[src/rtl/double_to_sig16b.sv]
// Converts one IEEE-754 binary64 sample to a 16-bit signed PCM sample, scaled by
// 2^SCALE_EXP, using a five-step FSM with round-half-to-even and saturation.
module double_to_sig16b #(
  parameter int SCALE_EXP = 0
) (
  input  logic        clk_operation,
  input  logic        rst,
  input  logic        enable,
  input  logic [63:0] double,
  output logic [15:0] sig16b,
  output logic        ready,
  output logic        busy,
  output logic        overflow
);

  typedef enum logic [2:0] {
    S_IDLE, S_UNPACK, S_ALIGN, S_ROUND, S_WRITE, S_DONE
  } state_t;

  localparam logic signed [12:0] SCALE_E = 13'(SCALE_EXP);

  state_t             r_state;
  state_t             w_next;
  logic               w_accept;

  logic [63:0]        r_operand;
  logic               r_sign_p0;
  logic signed [12:0] r_exp_p0;
  logic [51:0]        r_mant_p0;
  logic               r_zero_p0;
  logic               r_inf_p0;
  logic               r_nan_p0;
  logic [15:0]        r_int_p1;
  logic               r_guard_p1;
  logic               r_sticky_p1;
  logic               r_big_p1;
  logic [16:0]        r_mag_p2;
  logic [15:0]        r_sig16b;
  logic               r_overflow;

  logic signed [12:0] w_exp;
  logic [52:0]        w_sig;
  logic [52:0]        w_mask;
  logic [5:0]         w_e6;
  logic [15:0]        w_int;
  logic               w_guard;
  logic               w_sticky;
  logic [16:0]        w_result;

  // Half-to-even: bump only on a tie with an odd integer part, or above the tie.
  function automatic logic [16:0] f_round(input logic [15:0] mag, input logic guard,
                                          input logic sticky);
    logic inc;
    inc = guard & (sticky | mag[0]);
    return {1'b0, mag} + {16'd0, inc};
  endfunction

  // Returns {overflow, sample}.
  function automatic logic [16:0] f_saturate(input logic sign, input logic nan,
                                             input logic inf, input logic zero,
                                             input logic big, input logic [16:0] mag);
    if (nan)
      return {1'b1, 16'h0000};
    if (inf || big)
      return sign ? {1'b1, 16'h8000} : {1'b1, 16'h7FFF};
    if (zero)
      return {1'b0, 16'h0000};
    if (sign) begin
      if (mag > 17'd32768)
        return {1'b1, 16'h8000};
      return {1'b0, 16'(17'd0 - mag)};
    end
    if (mag >= 17'd32768)
      return {1'b1, 16'h7FFF};
    return {1'b0, mag[15:0]};
  endfunction

  assign w_accept = enable && (r_state == S_IDLE || r_state == S_DONE);
  assign busy     = (r_state == S_UNPACK) || (r_state == S_ALIGN) ||
                    (r_state == S_ROUND)  || (r_state == S_WRITE);
  assign ready    = (r_state == S_DONE);
  assign sig16b   = r_sig16b;
  assign overflow = r_overflow;

  always_ff @(posedge clk_operation or negedge rst) begin
    if (!rst) r_state <= S_IDLE;
    else      r_state <= w_next;
  end

  always_comb begin
    w_next = r_state;
    case (r_state)
      S_IDLE:   if (w_accept) w_next = S_UNPACK;
      S_UNPACK: w_next = S_ALIGN;
      S_ALIGN:  w_next = S_ROUND;
      S_ROUND:  w_next = S_WRITE;
      S_WRITE:  w_next = S_DONE;
      S_DONE:   if (w_accept) w_next = S_UNPACK;
      default:  w_next = S_IDLE;
    endcase
  end

  assign w_exp = $signed({2'b00, r_operand[62:52]}) - 13'sd1023 + SCALE_E;
  assign w_e6  = r_exp_p0[5:0];

  always_comb begin
    w_sig    = {1'b1, r_mant_p0};
    w_mask   = '0;
    w_int    = '0;
    w_guard  = 1'b0;
    w_sticky = 1'b0;
    if (r_exp_p0 >= 13'sd0 && r_exp_p0 <= 13'sd15) begin
      w_int    = 16'(w_sig >> (6'd52 - w_e6));
      w_guard  = w_sig[6'd51 - w_e6];
      w_mask   = (53'd1 << (6'd51 - w_e6)) - 53'd1;
      w_sticky = |(w_sig & w_mask);
    end else if (r_exp_p0 == -13'sd1) begin
      w_guard  = 1'b1;
      w_sticky = |r_mant_p0;
    end else if (r_exp_p0 < -13'sd1) begin
      w_sticky = 1'b1;
    end
  end

  assign w_result = f_saturate(r_sign_p0, r_nan_p0, r_inf_p0, r_zero_p0, r_big_p1, r_mag_p2);

  always_ff @(posedge clk_operation or negedge rst) begin
    if (!rst) begin
      r_operand   <= '0;
      r_sign_p0   <= 1'b0;
      r_exp_p0    <= '0;
      r_mant_p0   <= '0;
      r_zero_p0   <= 1'b0;
      r_inf_p0    <= 1'b0;
      r_nan_p0    <= 1'b0;
      r_int_p1    <= '0;
      r_guard_p1  <= 1'b0;
      r_sticky_p1 <= 1'b0;
      r_big_p1    <= 1'b0;
      r_mag_p2    <= '0;
      r_sig16b    <= '0;
      r_overflow  <= 1'b0;
    end else begin
      case (r_state)
        S_IDLE, S_DONE: begin
          if (w_accept) r_operand <= double;
        end
        // p0: field split and operand classification
        S_UNPACK: begin
          r_sign_p0 <= r_operand[63];
          r_exp_p0  <= w_exp;
          r_mant_p0 <= r_operand[51:0];
          r_zero_p0 <= (r_operand[62:52] == 11'd0);
          r_inf_p0  <= (r_operand[62:52] == 11'h7FF) && (r_operand[51:0] == 52'd0);
          r_nan_p0  <= (r_operand[62:52] == 11'h7FF) && (r_operand[51:0] != 52'd0);
        end
        // p1: integer part plus guard/sticky
        S_ALIGN: begin
          r_int_p1    <= w_int;
          r_guard_p1  <= w_guard;
          r_sticky_p1 <= w_sticky;
          r_big_p1    <= (r_exp_p0 >= 13'sd16);
        end
        // p2: rounded 17-bit magnitude
        S_ROUND: begin
          r_mag_p2 <= f_round(r_int_p1, r_guard_p1, r_sticky_p1);
        end
        S_WRITE: begin
          r_overflow <= w_result[16];
          r_sig16b   <= w_result[15:0];
        end
        default: ;
      endcase
    end
  end

endmodule

[config.mk]
export PLATFORM = sky130hd
export DESIGN_NAME = double_to_sig16b
export DESIGN_NICKNAME = d
export VERILOG_FILES = /design/src/rtl/double_to_sig16b.sv
export SDC_FILE = /design/constraint.sdc
export NUM_CORES = 1
export LEC_CHECK = 0
export CORE_ASPECT_RATIO = 2
export CORE_MARGIN = 1.5
export CORE_UTILIZATION = 44
export CTS_BUF_LIST = sky130_fd_sc_hd__clkbuf_8 sky130_fd_sc_hd__clkbuf_16
export DETAILED_ROUTE_END_ITERATION = 10
export GPL_TIMING_DRIVEN = 0
export MAX_ROUTING_LAYER = met4
export PLACE_DENSITY_LB_ADDON = 0.08
export SLEW_MARGIN = 30
export SYNTH_ARGS = -nofsm -noshare
export SYNTH_HDL_FRONTEND = slang
export SYNTH_SLANG_ARGS = --single-unit
[constraint.sdc]
create_clock -name clk_operation -period 3.7 [get_ports clk_operation]
set_input_delay 0.74 -clock clk_operation [delete_from_list [all_inputs] [get_ports clk_operation]]
set_output_delay 0.74 -clock clk_operation [all_outputs]
set_load 0.03 [all_outputs]
==> results.tsv <==
stage	metric	value	unit
detailed_routing	number of nets with antenna violations after routing	0	
clocking	clock-pin slew of the registers on the worst-case setup and hold paths	0.07	ns
placed_design	Placement Setup Slack	-1.94	ns
synth	post-synthesis sequential area ratio	37.9	%
status	status	finished, violations left	
synth	most frequent cell after synthesis	nand2_1	
timing	# setup viols final	1	
layout	area grow syn2layout	21.9	%
detailed_routing	detailed-route wire length	51900	um
clocking	CTS tree	built	
clocking	Clock Latency Late Sink	0.47	ns
timing	final hold vios	0	
global_routing	GRT Util Overall	37.6	%
synth	Post-synth EDFFs	0	
die	Core Footprint	27700	sq um
timing	setup tns final	-0.284	ns
die	Rows	86	
hold_path	Hold WC Path Type	input port to asynchronous set/reset pin	
clocking	total CTS buffers	17	
global_routing	initial antenna violation count	0	
global_routing	pin count of the biggest net entering global routing	84	
flow_run	Max-Cap Viols	0	
clocking	clk sinks	188	
synth	mean post-synth cell area	8.89	sq um
synth	synthesized area	12400	sq um
timing	Worst-Margin Slew	1.05	ns
timing	f_max	251	MHz
placed_design	DP Wirelength	40100	um
critical_path	CP arrival	4.32	ns
detailed_routing	vias	11900	
synth	asr flop ratio synth	100	%
layout	share of cells above drive strength 1	17.6	%
die	die area	29300	sq um
detailed_routing	WL per Instance	27.3	um
detailed_routing	DR DRC count	0	
status	failing checks	setup timing	
layout	Register Area	4710	sq um
timing	max_slew headroom	29.6	%
die	Ports	86	
die	Initial Utilization	44.8	%
clocking	# hold bufs at CTS	0	
critical_path	CP Launch Type	register	
synth	synthesized net count	1477	
synth	leading area contributor after synthesis	dfrtp_1	
clocking	clk buf depth	2	
critical_path	CP Max Fanout	6	
timing	fin crit period	3.98	ns
detailed_routing	drt pass-1 iters	5	
synth	Commonest cells post-synth	nand2_1, dfrtp_1, o21ai_0, clkbuf_1, mux2_2	
placed_design	placed cells	1834	
layout	fin nets	1618	
layout	Multi-input gate area	7530	sq um
critical_path	Crit Path Category	register to register	
placed_design	PortBufs	85	
global_routing	vias in the first global route	12200	
detailed_routing	Via density	6.27	
synth	Syn Inst Count	1395	
synth	dominant cells by area after synthesis	dfrtp_1, nand2_1, mux2_2, mux4_2, o21ai_0	
die	Die W	122	um
synth	Yosys top cell area share	37.9	%
layout	Post-Layout Cell Count	1901	
synth	yosys synthesis warning count	0	
critical_path	r2r setup slk	-0.28	ns
clocking	H-Tree Depth	4	
critical_path	CP required	4.04	ns
timing	RSZ-0062 raised after global routing	yes	
synth	Synth Register Bits	188	
clocking	clk root buf	clkbuf_16	
timing	crit share post-route	108	%
layout	n_diodes	0	
synth	predominant post-synthesis flop cell	dfrtp_1	
timing	Pins Over Slew Limit	0	
global_routing	first-pass GRT wire length	75900	um
layout	fill cell count	2587	
timing	final worst setup slack	-0.284	ns
critical_path	CP endpoint kind	register	
die	Die H	240	um
detailed_routing	Initial DRC Count	943	
global_routing	GR Overflow Total	0	
placed_design	GP Congestion	1.03	
synth	Yosys cell types	88	
timing	skew final	0.0116	ns
==> worst max-delay path, cell delays in order, from the launching register on <==
cell and delay [ns]:
dfrtp_2 0.44, buf_12 0.14, buf_12 0.10, clkinvlp_4 0.12
ha_4 0.20, ha_4 0.20, or4_1 0.52, buf_4 0.18
nor2_4 0.13, a211o_4 0.15, a211oi_1 0.08, a211o_1 0.39
a2111oi_4 0.54, nand4_1 0.19, nor4_2 0.33, a31oi_1 0.13
==> path summary, 6_finish.rpt <==
check / start / to / cells after the start
worst max register to register: r_exp_p0[0] / r_sticky_p1 / 15
worst min-delay path: rst / sig16b[10] / 1
max in group asynchronous: rst / r_int_p1[3] / 2
min in group clk_operation: sig16b[8] / sig16b[8] / 2
worst max-delay path: r_exp_p0[0] / r_sticky_p1 / 15
worst min register to register: sig16b[8] / sig16b[8] / 2
==> area by class of cell <==
class                      instances  share of cell area (%)
multi-input combinational       1090                    49.8
sequential                       188                    31.2
timing repair buffer             126                    8.18
buffer                            92                    3.34
tap                              352                    2.91
clock buffer                      18                    2.90
clock inverter                    14                    1.03
inverter                          21                   0.687
==> placed cells by master (no fill, tap or decap), drive strengths merged, types with 6 or more instances in the layout <==
cell	n
nand2	312
dfrtp	188
o21ai	112
clkbuf	90
clkdlybuf4s50	84
mux2	68
nor2	66
buf	62
a21oi	54
nor4	37
mux2i	31
mux4	30
nand3	29
xor2	28
inv	23
xnor2	20
nand4	20
a211oi	18
nor3	18
o22ai	16
a31oi	15
nor2b	15
ha	15
and2	14
nand2b	11
o221ai	10
o2111ai	10
o211ai	10
and3	9
o31ai	9
nor3b	9
a221oi	8
clkinv	8
and4	6
or3	6
o21bai	6
a21o	6
nor4b	6
==> through the flow <==
stage	cell area, sq um	utilization [%]	hold slack, ns
after global placement	13700	49.6	0.459
after CTS	15000	54.2	0.119
after global routing	15100	54.7	0.136
final	15100	54.7	0.117
after floorplan	12400	-	0.435
after detailed placement	13800	49.9	0.466
==> logic make-up after synthesis <==
family / count (synthesis) / share of synthesized area, %
muxes: 129 / 14.1
and+or+nand+nor: 578 / 22.3
DFF: 188 / 37.9
buffers and inverters: 117 / 3.82
adders and majority gates: 15 / 1.51
AOI/OAI and AO/OA: 320 / 16.9
xor gates and xnor gates: 48 / 3.39
==> sequential cells by signal (all words and copies together) (netlist names) <==
name         cells
overflow         1
r_big_p1         1
r_exp_p0        12
r_guard_p1       1
r_inf_p0         1
r_int_p1        16
r_mag_p2        17
r_mant_p0       52
r_nan_p0         1
r_operand       64
r_sign_p0        1
r_state          3
r_sticky_p1      1
r_zero_p0        1
sig16b          16
==> per-layer routing <==
metal / vias up / GRT usage, % / wire length, um
li1: 5377 / - / -
met1: 5747 / 32.4 / 16300
met2: 544 / 67.4 / 27300
met3: 253 / 7.69 / 2710
met4: 0 / 32.7 / 5620
met5: - / - / 0
==> repair_timing <==
item	4_1_cts	5_1_grt
resized for setup	88	20
endpoints found under the setup margin	18	7
setup buffers	29	10
pin swaps	24	18
endpoints found under the hold margin	0	0
gates cloned	0	0
Power is left out: the tool's default activity adds up to more than one toggle a clock period on the data nets, which glitch-free logic cannot reach.
